[src/rtl/dmem_arbiter_pkg.sv]
// dmem_arbiter_pkg: shared widths, arbiter state encoding and command record
package dmem_arbiter_pkg;
  localparam int AddrWidth = 32;
  localparam int DataWidth = 32;
  localparam int Func3Width = 3;
  localparam int ArbStateWidth = 2;
  typedef enum logic [ArbStateWidth-1:0] {
    ArbIdle   = 2'd0,
    ArbAccess = 2'd1,
    ArbResp   = 2'd2
  } arb_state_t;
  typedef struct packed {
    logic                  we;
    logic [Func3Width-1:0] func3;
    logic [AddrWidth-1:0]  addr;
    logic [DataWidth-1:0]  wdata;
    logic                  win;
  } arb_cmd_t;
endpackage

[src/rtl/dmem_arbiter_if.sv]
// dmem_arbiter_if: one requester's request/grant/response bundle
interface dmem_arbiter_if;
  import dmem_arbiter_pkg::*;
  logic                  req;
  logic                  we;
  logic [Func3Width-1:0] func3;
  logic [AddrWidth-1:0]  addr;
  logic [DataWidth-1:0]  wdata;
  logic                  gnt;
  logic                  rvalid;
  logic [DataWidth-1:0]  rdata;
  modport master (output req, we, func3, addr, wdata, input gnt, rvalid, rdata);
  modport slave (input req, we, func3, addr, wdata, output gnt, rvalid, rdata);
endinterface

[src/rtl/dmem_arbiter_rr_pick.sv]
// arb_rr_pick: two-way round-robin pick; on a tie the port other than last wins
module arb_rr_pick (
  input  logic       i_req0,
  input  logic       i_req1,
  input  logic       i_last,
  output logic [1:0] o_gnt,
  output logic       o_win
);
  assign o_win = (i_req0 & i_req1) ? ~i_last : i_req1;
  assign o_gnt = {i_req1 & o_win, i_req0 & ~o_win};
endmodule

[src/rtl/dmem_arbiter.sv]
// dmem_arbiter: round-robin sharing of the single data-memory port between MEM stage and debug loader
module dmem_arbiter
  import dmem_arbiter_pkg::*;
(
  input  logic                  clk,
  input  logic                  reset,
  dmem_arbiter_if.slave         io_p0,
  dmem_arbiter_if.slave         io_p1,
  output logic                  o_stall0,
  output logic                  o_busy,
  output logic                  o_mem_we,
  output logic [Func3Width-1:0] o_mem_func3,
  output logic [AddrWidth-1:0]  o_mem_addr,
  output logic [DataWidth-1:0]  o_mem_wdata,
  input  logic [DataWidth-1:0]  i_mem_rdata
);
  arb_state_t           r_state;
  logic                 r_last;
  arb_cmd_t             r_cmd;
  logic [DataWidth-1:0] r_resp;
  logic                 w_acc;
  logic                 w_resp;
  logic                 w_gp;
  logic                 w_last;
  logic                 w_win;
  logic                 w_any;
  logic [1:0]           w_pick;
  logic                 w_gnt0;
  logic                 w_rv0;
  logic                 w_rv1;
  arb_cmd_t             w_cmd;
  assign w_acc = r_state == ArbAccess;
  assign w_resp = (r_state == ArbResp) & ~reset;
  assign w_gp = ~reset & ~w_acc;
  // the port being answered this cycle already counts as last for the concurrent grant
  assign w_last = (r_state == ArbResp) ? r_cmd.win : r_last;
  arb_rr_pick u_pick (
    .i_req0 (io_p0.req),
    .i_req1 (io_p1.req),
    .i_last (w_last),
    .o_gnt  (w_pick),
    .o_win  (w_win)
  );
  assign w_any = |w_pick;
  assign w_gnt0 = w_gp & w_pick[0];
  assign io_p0.gnt = w_gnt0;
  assign io_p1.gnt = w_gp & w_pick[1];
  assign w_rv0 = w_resp & ~r_cmd.win;
  assign w_rv1 = w_resp & r_cmd.win;
  assign io_p0.rvalid = w_rv0;
  assign io_p1.rvalid = w_rv1;
  assign io_p0.rdata = w_rv0 ? r_resp : '0;
  assign io_p1.rdata = w_rv1 ? r_resp : '0;
  assign o_stall0 = io_p0.req & ~w_gnt0;
  assign o_busy = r_state != ArbIdle;
  assign o_mem_we = w_acc & r_cmd.we & ~reset;
  assign o_mem_func3 = w_acc ? r_cmd.func3 : '0;
  assign o_mem_addr = w_acc ? r_cmd.addr : '0;
  assign o_mem_wdata = w_acc ? r_cmd.wdata : '0;
  // select the winning requester's fields for latching
  always_comb begin
    w_cmd = w_win ? {io_p1.we, io_p1.func3, io_p1.addr, io_p1.wdata, 1'b1}
                  : {io_p0.we, io_p0.func3, io_p0.addr, io_p0.wdata, 1'b0};
  end
  // arbiter state, command latch and response capture
  always_ff @(posedge clk) begin
    if (reset) begin
      r_state <= ArbIdle;
      r_last <= 1'b1;
      r_cmd <= '0;
      r_resp <= '0;
    end else if (w_acc) begin
      r_resp <= r_cmd.we ? '0 : i_mem_rdata;
      r_state <= ArbResp;
    end else begin
      if (r_state == ArbResp) r_last <= r_cmd.win;
      if (w_any) begin
        r_cmd <= w_cmd;
        r_state <= ArbAccess;
      end else begin
        r_state <= ArbIdle;
      end
    end
  end
endmodule

[src/flat_wrapper.sv]
// flat-port wrapper written by rule: the top's interface ports become plain ports
module dmem_arbiter_flat import dmem_arbiter_pkg::*;
  (clk, reset, o_stall0, o_busy, o_mem_we, o_mem_func3, o_mem_addr, o_mem_wdata, i_mem_rdata, io_p0_req, io_p0_we, io_p0_func3, io_p0_addr, io_p0_wdata, io_p0_gnt, io_p0_rvalid, io_p0_rdata, io_p1_req, io_p1_we, io_p1_func3, io_p1_addr, io_p1_wdata, io_p1_gnt, io_p1_rvalid, io_p1_rdata);
  dmem_arbiter_if io_p0_i ();
  dmem_arbiter_if io_p1_i ();
  input  logic clk;
  input  logic reset;
  output logic o_stall0;
  output logic o_busy;
  output logic o_mem_we;
  output logic [Func3Width-1:0] o_mem_func3;
  output logic [AddrWidth-1:0] o_mem_addr;
  output logic [DataWidth-1:0] o_mem_wdata;
  input  logic [DataWidth-1:0] i_mem_rdata;
  input wire logic [$bits(io_p0_i.req)-1:0] io_p0_req;
  input wire logic [$bits(io_p0_i.we)-1:0] io_p0_we;
  input wire logic [$bits(io_p0_i.func3)-1:0] io_p0_func3;
  input wire logic [$bits(io_p0_i.addr)-1:0] io_p0_addr;
  input wire logic [$bits(io_p0_i.wdata)-1:0] io_p0_wdata;
  output wire logic [$bits(io_p0_i.gnt)-1:0] io_p0_gnt;
  output wire logic [$bits(io_p0_i.rvalid)-1:0] io_p0_rvalid;
  output wire logic [$bits(io_p0_i.rdata)-1:0] io_p0_rdata;
  input wire logic [$bits(io_p1_i.req)-1:0] io_p1_req;
  input wire logic [$bits(io_p1_i.we)-1:0] io_p1_we;
  input wire logic [$bits(io_p1_i.func3)-1:0] io_p1_func3;
  input wire logic [$bits(io_p1_i.addr)-1:0] io_p1_addr;
  input wire logic [$bits(io_p1_i.wdata)-1:0] io_p1_wdata;
  output wire logic [$bits(io_p1_i.gnt)-1:0] io_p1_gnt;
  output wire logic [$bits(io_p1_i.rvalid)-1:0] io_p1_rvalid;
  output wire logic [$bits(io_p1_i.rdata)-1:0] io_p1_rdata;
  assign io_p0_i.req = io_p0_req;
  assign io_p0_i.we = io_p0_we;
  assign io_p0_i.func3 = io_p0_func3;
  assign io_p0_i.addr = io_p0_addr;
  assign io_p0_i.wdata = io_p0_wdata;
  assign io_p0_gnt = io_p0_i.gnt;
  assign io_p0_rvalid = io_p0_i.rvalid;
  assign io_p0_rdata = io_p0_i.rdata;
  assign io_p1_i.req = io_p1_req;
  assign io_p1_i.we = io_p1_we;
  assign io_p1_i.func3 = io_p1_func3;
  assign io_p1_i.addr = io_p1_addr;
  assign io_p1_i.wdata = io_p1_wdata;
  assign io_p1_gnt = io_p1_i.gnt;
  assign io_p1_rvalid = io_p1_i.rvalid;
  assign io_p1_rdata = io_p1_i.rdata;
  dmem_arbiter u_core (.clk(clk), .reset(reset), .io_p0(io_p0_i), .io_p1(io_p1_i), .o_stall0(o_stall0), .o_busy(o_busy), .o_mem_we(o_mem_we), .o_mem_func3(o_mem_func3), .o_mem_addr(o_mem_addr), .o_mem_wdata(o_mem_wdata), .i_mem_rdata(i_mem_rdata));
endmodule
[config.mk]
export PLATFORM = sky130hd
export DESIGN_NAME = dmem_arbiter_flat
export DESIGN_NICKNAME = d
export VERILOG_FILES = /design/src/rtl/dmem_arbiter_pkg.sv /design/src/rtl/dmem_arbiter_if.sv /design/src/rtl/dmem_arbiter_rr_pick.sv /design/src/rtl/dmem_arbiter.sv /design/src/flat_wrapper.sv
export SDC_FILE = /design/constraint.sdc
export NUM_CORES = 1
export LEC_CHECK = 0
export CORE_MARGIN = 4
export CORE_UTILIZATION = 37
export DETAILED_ROUTE_END_ITERATION = 8
export GPL_ROUTABILITY_DRIVEN = 0
export GPL_TIMING_DRIVEN = 0
export PLACE_DENSITY = 0.81
export REMOVE_ABC_BUFFERS = 1
export SETUP_SLACK_MARGIN = 0.2
export SLEW_MARGIN = 15
export SYNTH_ARGS = -nofsm -noshare
export SYNTH_HDL_FRONTEND = slang
export SYNTH_SLANG_ARGS = --single-unit
[constraint.sdc]
create_clock -name clk -period 2.3 [get_ports clk]
set_clock_uncertainty 0.05 [all_clocks]
set_input_delay 0.575 -clock clk [delete_from_list [all_inputs] [get_ports clk]]
set_output_delay 0.575 -clock clk [all_outputs]
set_load 0.05 [all_outputs]
==> impl_metrics.json, run 1 <==
{
  "layout-drive-gt1-share_pct": 40.1,
  "vias": 6174,
  "maximum_operating_frequency_mhz": 416,
  "failing_checks": "setup timing",
  "synth_top_cells_by_area": "sky130_fd_sc_hd__dfxtp_1 42%, sky130_fd_sc_hd__and2_1 17%, sky130_fd_sc_hd__a211oi_1 10%",
  "grt-busiest-layer": "met2",
  "n_antenna_cell": 0,
  "wire_length_of_the_first_global_routing_pass_mm": 30.7,
  "global_route.overflow_total": 0,
  "clk_root_buffer_cell": "sky130_fd_sc_hd__clkbuf_16",
  "layout.cells.most_common": "sky130_fd_sc_hd__clkdlybuf4s50_1",
  "num_rows": 42,
  "ys_warn_count": 0,
  "cp_data_required_time_ps": 1670,
  "initial_core_util_pct": 37.7,
  "cts_htree_levels": 3,
  "post_synth_mux_area_share_pct": 0,
  "first_pass_iters": 7,
  "setup.worst_path.class": "reg2out",
  "vias_in_the_first_global_route": 5498,
  "use_met2_pct": 46.8,
  "final.period_utilization_pct": 104,
  "wl_per_cell_um": 22.2,
  "die_height_um": 124,
  "hold_path.class": "reg2reg",
  "final.setup.worst_slack_ps": -103,
  "worst_ir_drop_vdd_mv": 0.321,
  "top_library_cells_by_usage_in_the_layout_fill_and_taps_aside": "168 x sky130_fd_sc_hd__clkdlybuf4s50_1, 119 x sky130_fd_sc_hd__buf_8, 115 x sky130_fd_sc_hd__and2_4",
  "drcViolationCount": 0,
  "nets": 1123,
  "tritoncts_num_sinks": 104,
  "post_synth_num_cell_types": 26,
  "wl_mm": 25.1,
  "clkSlewWorstSetupHoldPaths_ps": 70,
  "fp.dieArea_sq_um": 15400,
  "setup_tns_ps": -1750,
  "dieWidth_um": 124,
  "synth_seq_cells": 104,
  "timing.critical_path.from_type": "register",
  "count_of_buffers_inserted_at_the_top_level_ports": 309,
  "grt_max_degree": 63,
  "grt_util_met3_pct": 9.31,
  "rsz0062_at_grt": "yes",
  "data_arrival_time_of_the_worst_path_ps": 1780,
  "layout.core_utilization_pct": 79.6,
  "synth.top_cell.area_share_pct": 41.8,
  "slew_violations": 0,
  "tritoncts": "done",
  "mean_instance_size_in_the_synthesized_netlist_sq_um": 8.00,
  "worst-path-max-fanout": 8,
  "critPathCaptureType": "output port",
  "drt-vias-per-instance": 5.45,
  "cell_area_power_density_nw_per_um2": 521,
  "tightest_slew_ps": 842,
  "totalPowerFinal_mw": 5.47,
  "slew_headroom_pct": 43.8,
  "design.portCount": 310,
  "number_of_antenna_violations_at_the_first_check_in_global_routing": 0,
  "synth-compound-area-share_pct": 23.8,
  "met1_usage_pct": 27.8,
  "yosys.area_share.simple_pct": 29.0,
  "largest_family_of_logic_cells_by_synthesized_area": "simple AND/OR/NAND/NOR gates",
  "grtUsageTotal_pct": 26.2,
  "yosysSeqAreaShare_pct": 41.8,
  "hold_buffer_count_at_cts": 0,
  "synth_xor_xnor_area_share_pct": 0,
  "place.detailed.hpwl_mm": 13.3,
  "worstSkewPairLatency_ps": 350,
  "p_leak_nw": 4.48,
  "initialDrtViolationCount": 412,
  "post-synth-top-area-cell": "sky130_fd_sc_hd__dfxtp_1",
  "cts_buffers": 9,
  "number_of_max_cap_violations": 0,
  "netlist_instances": 622,
  "core_region_area_sq_um": 13200,
  "synth_fa_ha_area_share_pct": 0,
  "placed_instance_area_sq_um": 8350,
  "flow.area_growth_from_synthesis_pct": 111,
  "finalHoldViolations": 0,
  "run_status": "complete, but fails checks",
  "setup_viol": 50,
  "ant_nets": 0,
  "synthesis.area_sq_um": 4980,
  "postLayoutCellArea_sq_um": 10500,
  "maximum_clock_path_buffer_count": 2,
  "layout_min_cycle_time_ps": 2400
}
## report_power, final
group / total, mW / leakage (nW) / internal (mW) / switching [mW]
Clock: 1.60 / 0.150 / 0.902 / 0.697
Sequential: 2.09 / 0.861 / 1.97 / 0.122
Combinational: 1.78 / 3.46 / 0.912 / 0.868
Total: 5.47 / 4.48 / 3.78 / 1.69
## cell type report
type                            count  area, sq um
Clock buffer                       13          260
Clock inverter                      3         40.0
Fill cell                         771         2690
Multi-Input combinational cell    463         3160
Sequential cell                   104         2090
Tap cell                          176          220
Timing Repair Buffer              373         4730
## sequential cells by signal (all words and copies together) (netlist names)
signal          cells
u_core.r_resp      32
u_core.r_last       1
u_core.r_cmd       69
u_core.r_state      2
## synthesized netlist by cell type
| master | number |
|---|---|
| sky130_fd_sc_hd__o211ai_2 | 1 |
| sky130_fd_sc_hd__nor2_2 | 1 |
| sky130_fd_sc_hd__a22o_1 | 32 |
| sky130_fd_sc_hd__nor2_1 | 73 |
| sky130_fd_sc_hd__a211oi_1 | 68 |
| sky130_fd_sc_hd__nor2b_1 | 1 |
| sky130_fd_sc_hd__and2b_1 | 1 |
| sky130_fd_sc_hd__o211a_1 | 1 |
| sky130_fd_sc_hd__nor3_1 | 3 |
| sky130_fd_sc_hd__and3_1 | 1 |
| sky130_fd_sc_hd__buf_4 | 4 |
| sky130_fd_sc_hd__and2_1 | 133 |
| sky130_fd_sc_hd__buf_6 | 2 |
| sky130_fd_sc_hd__dfxtp_1 | 104 |
| sky130_fd_sc_hd__a211o_1 | 1 |
| sky130_fd_sc_hd__buf_2 | 22 |
| sky130_fd_sc_hd__clkbuf_1 | 29 |
| sky130_fd_sc_hd__nand2b_1 | 2 |
| sky130_fd_sc_hd__o21ai_1 | 1 |
| sky130_fd_sc_hd__a21boi_0 | 1 |
| sky130_fd_sc_hd__or2_2 | 1 |
| sky130_fd_sc_hd__a22oi_1 | 1 |
| sky130_fd_sc_hd__nand2_1 | 69 |
| sky130_fd_sc_hd__nor3b_1 | 1 |
| sky130_fd_sc_hd__a21oi_1 | 68 |
| sky130_fd_sc_hd__nand4b_1 | 1 |
## repair_timing
item | 4_1_cts | 5_1_grt
endpoints found under the hold margin | 0 | 0
cloned | 10 | 12
setup buffers | 17 | 13
pin swaps | 37 | 64
endpoints found under the setup margin | 198 | 170
gates resized for setup | 992 | 324
## final timing paths
path,from,endpoint,slack (ps),cells after the start
max,u_core.r_state[0]$_SDFF_PP0_,io_p1_rdata[1],-100,6
min,u_core.r_cmd[33]$_SDFFE_PP0P_,u_core.r_cmd[33]$_SDFFE_PP0P_,440,2
max reg2reg,u_core.r_state[0]$_SDFF_PP0_,u_core.r_cmd[63]$_SDFFE_PP0P_,100,11
min reg2reg,u_core.r_cmd[33]$_SDFFE_PP0P_,u_core.r_cmd[33]$_SDFFE_PP0P_,440,2
## metal layers
metal	vias to the layer above	wire length, um
met4	0	986
met5	-	0
met1	2997	8870
li1	2775	-
met2	332	12900
met3	70	2330
## worst max-delay path, stage by stage, from the launching register on
cell and delay [ps]:
sky130_fd_sc_hd__dfxtp_4 380, sky130_fd_sc_hd__nand2b_4 170, sky130_fd_sc_hd__nor3b_4 200, sky130_fd_sc_hd__buf_6 170, sky130_fd_sc_hd__buf_8 140, sky130_fd_sc_hd__and2_1 180
sky130_fd_sc_hd__buf_6 170
## stage by stage
step | std cells | hold slack [ps] | setup slack, ps
6_report | 1132 | 442 | -103
5_1_grt | 1132 | 468 | -151
4_1_cts | 1107 | 446 | -43.8
3_5_place_dp | 1064 | 422 | -1200
3_3_place_gp | 1050 | 418 | -5290
2_1_floorplan | 565 | 405 | -2480
## kinds of logic after synthesis
| group | after synthesis |
|---|---|
| AND/OR/NAND/NOR | 287 |
| AO/OA/AOI/OAI | 174 |
| flip-flops | 104 |
| buffers and inverters | 57 |
(Power assumes the default switching activity.)
==> run 2, diff against run 1 <==
CORE_AREA = 2 2 119 121   (was unset)
CORE_MARGIN = unset   (was 4)
CORE_UTILIZATION = unset   (was 37)
DIE_AREA = 0 0 121 123   (was unset)
PLACE_DENSITY = 0.8   (was 0.81)
==> impl_metrics.json, run 2 (synthesis results as in run 1) <==
{
  "run_status": "complete, but fails checks",
  "failing_checks": "setup timing",
  "clk_root_buffer_cell": "sky130_fd_sc_hd__clkbuf_16",
  "non_filler_instance_count_after_layout": 1156,
  "first_pass_iters": 5,
  "finalHoldViolations": 0,
  "die_height_um": 123,
  "comb_power_share_pct": 32.6,
  "wire_length_of_the_first_global_routing_pass_mm": 32.6,
  "top_library_cells_by_usage_in_the_layout_fill_and_taps_aside": "168 x sky130_fd_sc_hd__clkdlybuf4s50_1, 133 x sky130_fd_sc_hd__buf_8, 130 x sky130_fd_sc_hd__and2_4",
  "core_region_area_sq_um": 13600,
  "setup.worst_path.class": "in2out",
  "global_route.overflow_total": 0,
  "wl_per_cell_um": 21.3,
  "vias_in_the_first_global_route": 5834,
  "ant_nets": 0,
  "layout_top_registers": "u_core.r_cmd (69), u_core.r_resp (32), u_core.r_state (2)",
  "cell_area_power_density_nw_per_um2": 516,
  "sw_frac_of_total_pct": 30.1,
  "placedCellCount": 1070,
  "fp.dieArea_sq_um": 14900,
  "place.detailed.hpwl_mm": 13.4,
  "layout-drive-gt1-share_pct": 40.4,
  "placed_instance_area_sq_um": 8370,
  "dp_worst_setup_slack_ps": -1410,
  "power_report.internal_total_mw": 3.89,
  "fin_hold_ws_ps": 447,
  "postLayoutCellArea_sq_um": 10800,
  "worst-path-buf-inv": 4,
  "setup_viol": 74,
  "rsz0062_at_grt": "yes",
  "number_of_antenna_violations_at_the_first_check_in_global_routing": 1,
  "tritoncts": "done",
  "timing.critical_path.from_type": "primary input",
  "slew_headroom_pct": 41.7,
  "flow.area_growth_from_synthesis_pct": 117,
  "final.period_utilization_pct": 106,
  "cp_cell_sequence": "buf_2, nand4b_1, o211ai_4, buf_12, buf_16, and3_4, buf_8",
  "cts_htree_levels": 3,
  "nets": 1144,
  "design.portCount": 310,
  "number_of_max_cap_violations": 0,
  "grt_max_degree": 53,
  "count_of_buffers_inserted_at_the_top_level_ports": 309,
  "layout.core_utilization_pct": 79.2,
  "totalPowerFinal_mw": 5.56,
  "grtUsageTotal_pct": 28.6,
  "initial_core_util_pct": 36.6,
  "p_leak_nw": 4.65,
  "layout_min_cycle_time_ps": 2430,
  "largest_register_ff_count": 69,
  "power.clock.fraction_pct": 29.9,
  "slew_violations": 0,
  "worst-path-max-fanout": 6,
  "seq_power_share_pct": 37.5,
  "drcViolationCount": 0,
  "final.setup.worst_slack_ps": -128,
  "drt-vias-per-instance": 5.43,
  "crit_path_max_delay_family": "buffers and inverters",
  "vias": 6276,
  "initialDrtViolationCount": 372,
  "clkSlewWorstSetupHoldPaths_ps": 60,
  "data_arrival_time_of_the_worst_path_ps": 1800,
  "dieWidth_um": 121,
  "cpMaxStageDelayCell": "sky130_fd_sc_hd__nand4b_1",
  "maximum_operating_frequency_mhz": 412,
  "num_rows": 43,
  "top_register": "u_core.r_cmd",
  "hold_path.class": "reg2reg",
  "worstSkewPairLatency_ps": 350,
  "cts_buffers": 9,
  "worst_ir_drop_vdd_mv": 0.473,
  "tritoncts_num_sinks": 104,
  "setup_tns_ps": -3930,
  "cp_data_required_time_ps": 1670,
  "cpPeakStageDelay_ps": 250,
  "maximum_clock_path_buffer_count": 2,
  "power.net_switching_mw": 1.67,
  "critPathCaptureType": "output port",
  "layout.cells.most_common": "sky130_fd_sc_hd__clkdlybuf4s50_1",
  "tightest_slew_ps": 872,
  "wl_mm": 24.7
}
[run 2: changes by cell type in the layout (fill, tap and decap cells not counted), sizes merged]
| cell | delta |
|---|---|
| buf | +24 |
| bufbuf | +1 |
| bufinv | +1 |
| clkbuf | -6 |
| clkdlybuf4s15 | -1 |
| diode | +1 |
[run 2: timing repair]
item | CTS | global route
hold buffers | 0 | 0
hold endpoints to repair | 0 | 0
gates cloned | 11 | 6
resized for setup | 1135 | 169
setup buffers | 36 | 18
pin swaps | 33 | 43
endpoints found under the setup margin | 187 | 161
[run 2: cell type report]
cell class / count / area [sq um]
timing repair buffer: 394 / 5070
clock buffer: 10 / 239
sequential: 104 / 2090
fill: 791 / 2830
tap: 180 / 225
multi-input combinational: 463 / 3080
clock inverter: 4 / 70.1
antenna: 1 / 2.50
[run 2: worst paths after layout]
path / from / end / slack, ps / cells after the start
max: io_p0_req / io_p0_gnt / -130 / 7
min: u_core.r_cmd[15]$_SDFFE_PP0P_ / u_core.r_cmd[15]$_SDFFE_PP0P_ / 450 / 2
min reg2reg: u_core.r_cmd[15]$_SDFFE_PP0P_ / u_core.r_cmd[15]$_SDFFE_PP0P_ / 450 / 2
max reg2reg: u_core.r_state[0]$_SDFF_PP0_ / u_core.r_cmd[43]$_SDFFE_PP0P_ / 190 / 9
[run 2: worst register-to-register path: stages (launching register included)]
cell and delay, ps:
sky130_fd_sc_hd__dfxtp_4 360, sky130_fd_sc_hd__nor2b_4 150, sky130_fd_sc_hd__buf_6 130, sky130_fd_sc_hd__buf_12 130, sky130_fd_sc_hd__clkbuf_16 150, sky130_fd_sc_hd__buf_4 150, sky130_fd_sc_hd__nor2_4 230, sky130_fd_sc_hd__buf_12 230
sky130_fd_sc_hd__nor2_1 80, sky130_fd_sc_hd__a211oi_1 330
[run 2: power by group through the flow]
stage | logic (mW) | clock network, mW | registers [mW]
4_1_cts | 1.65 | 1.68 | 2.06
5_1_grt | 1.91 | 1.75 | 2.10
6_report | 1.81 | 1.66 | 2.09
2_1_floorplan | 0.694 | 0 | 2.07
3_3_place_gp | 1.30 | 0 | 2.08
3_5_place_dp | 1.34 | 0 | 2.09
[run 2: routing by layer]
metal | track usage (%) | wire length [um] | up-vias
li1 | - | - | 2821
met3 | 8.44 | 2190 | 67
met2 | 51.0 | 12400 | 365
met1 | 31.6 | 9060 | 3023
met5 | 0 | 0 | -
met4 | 12.1 | 978 | 0
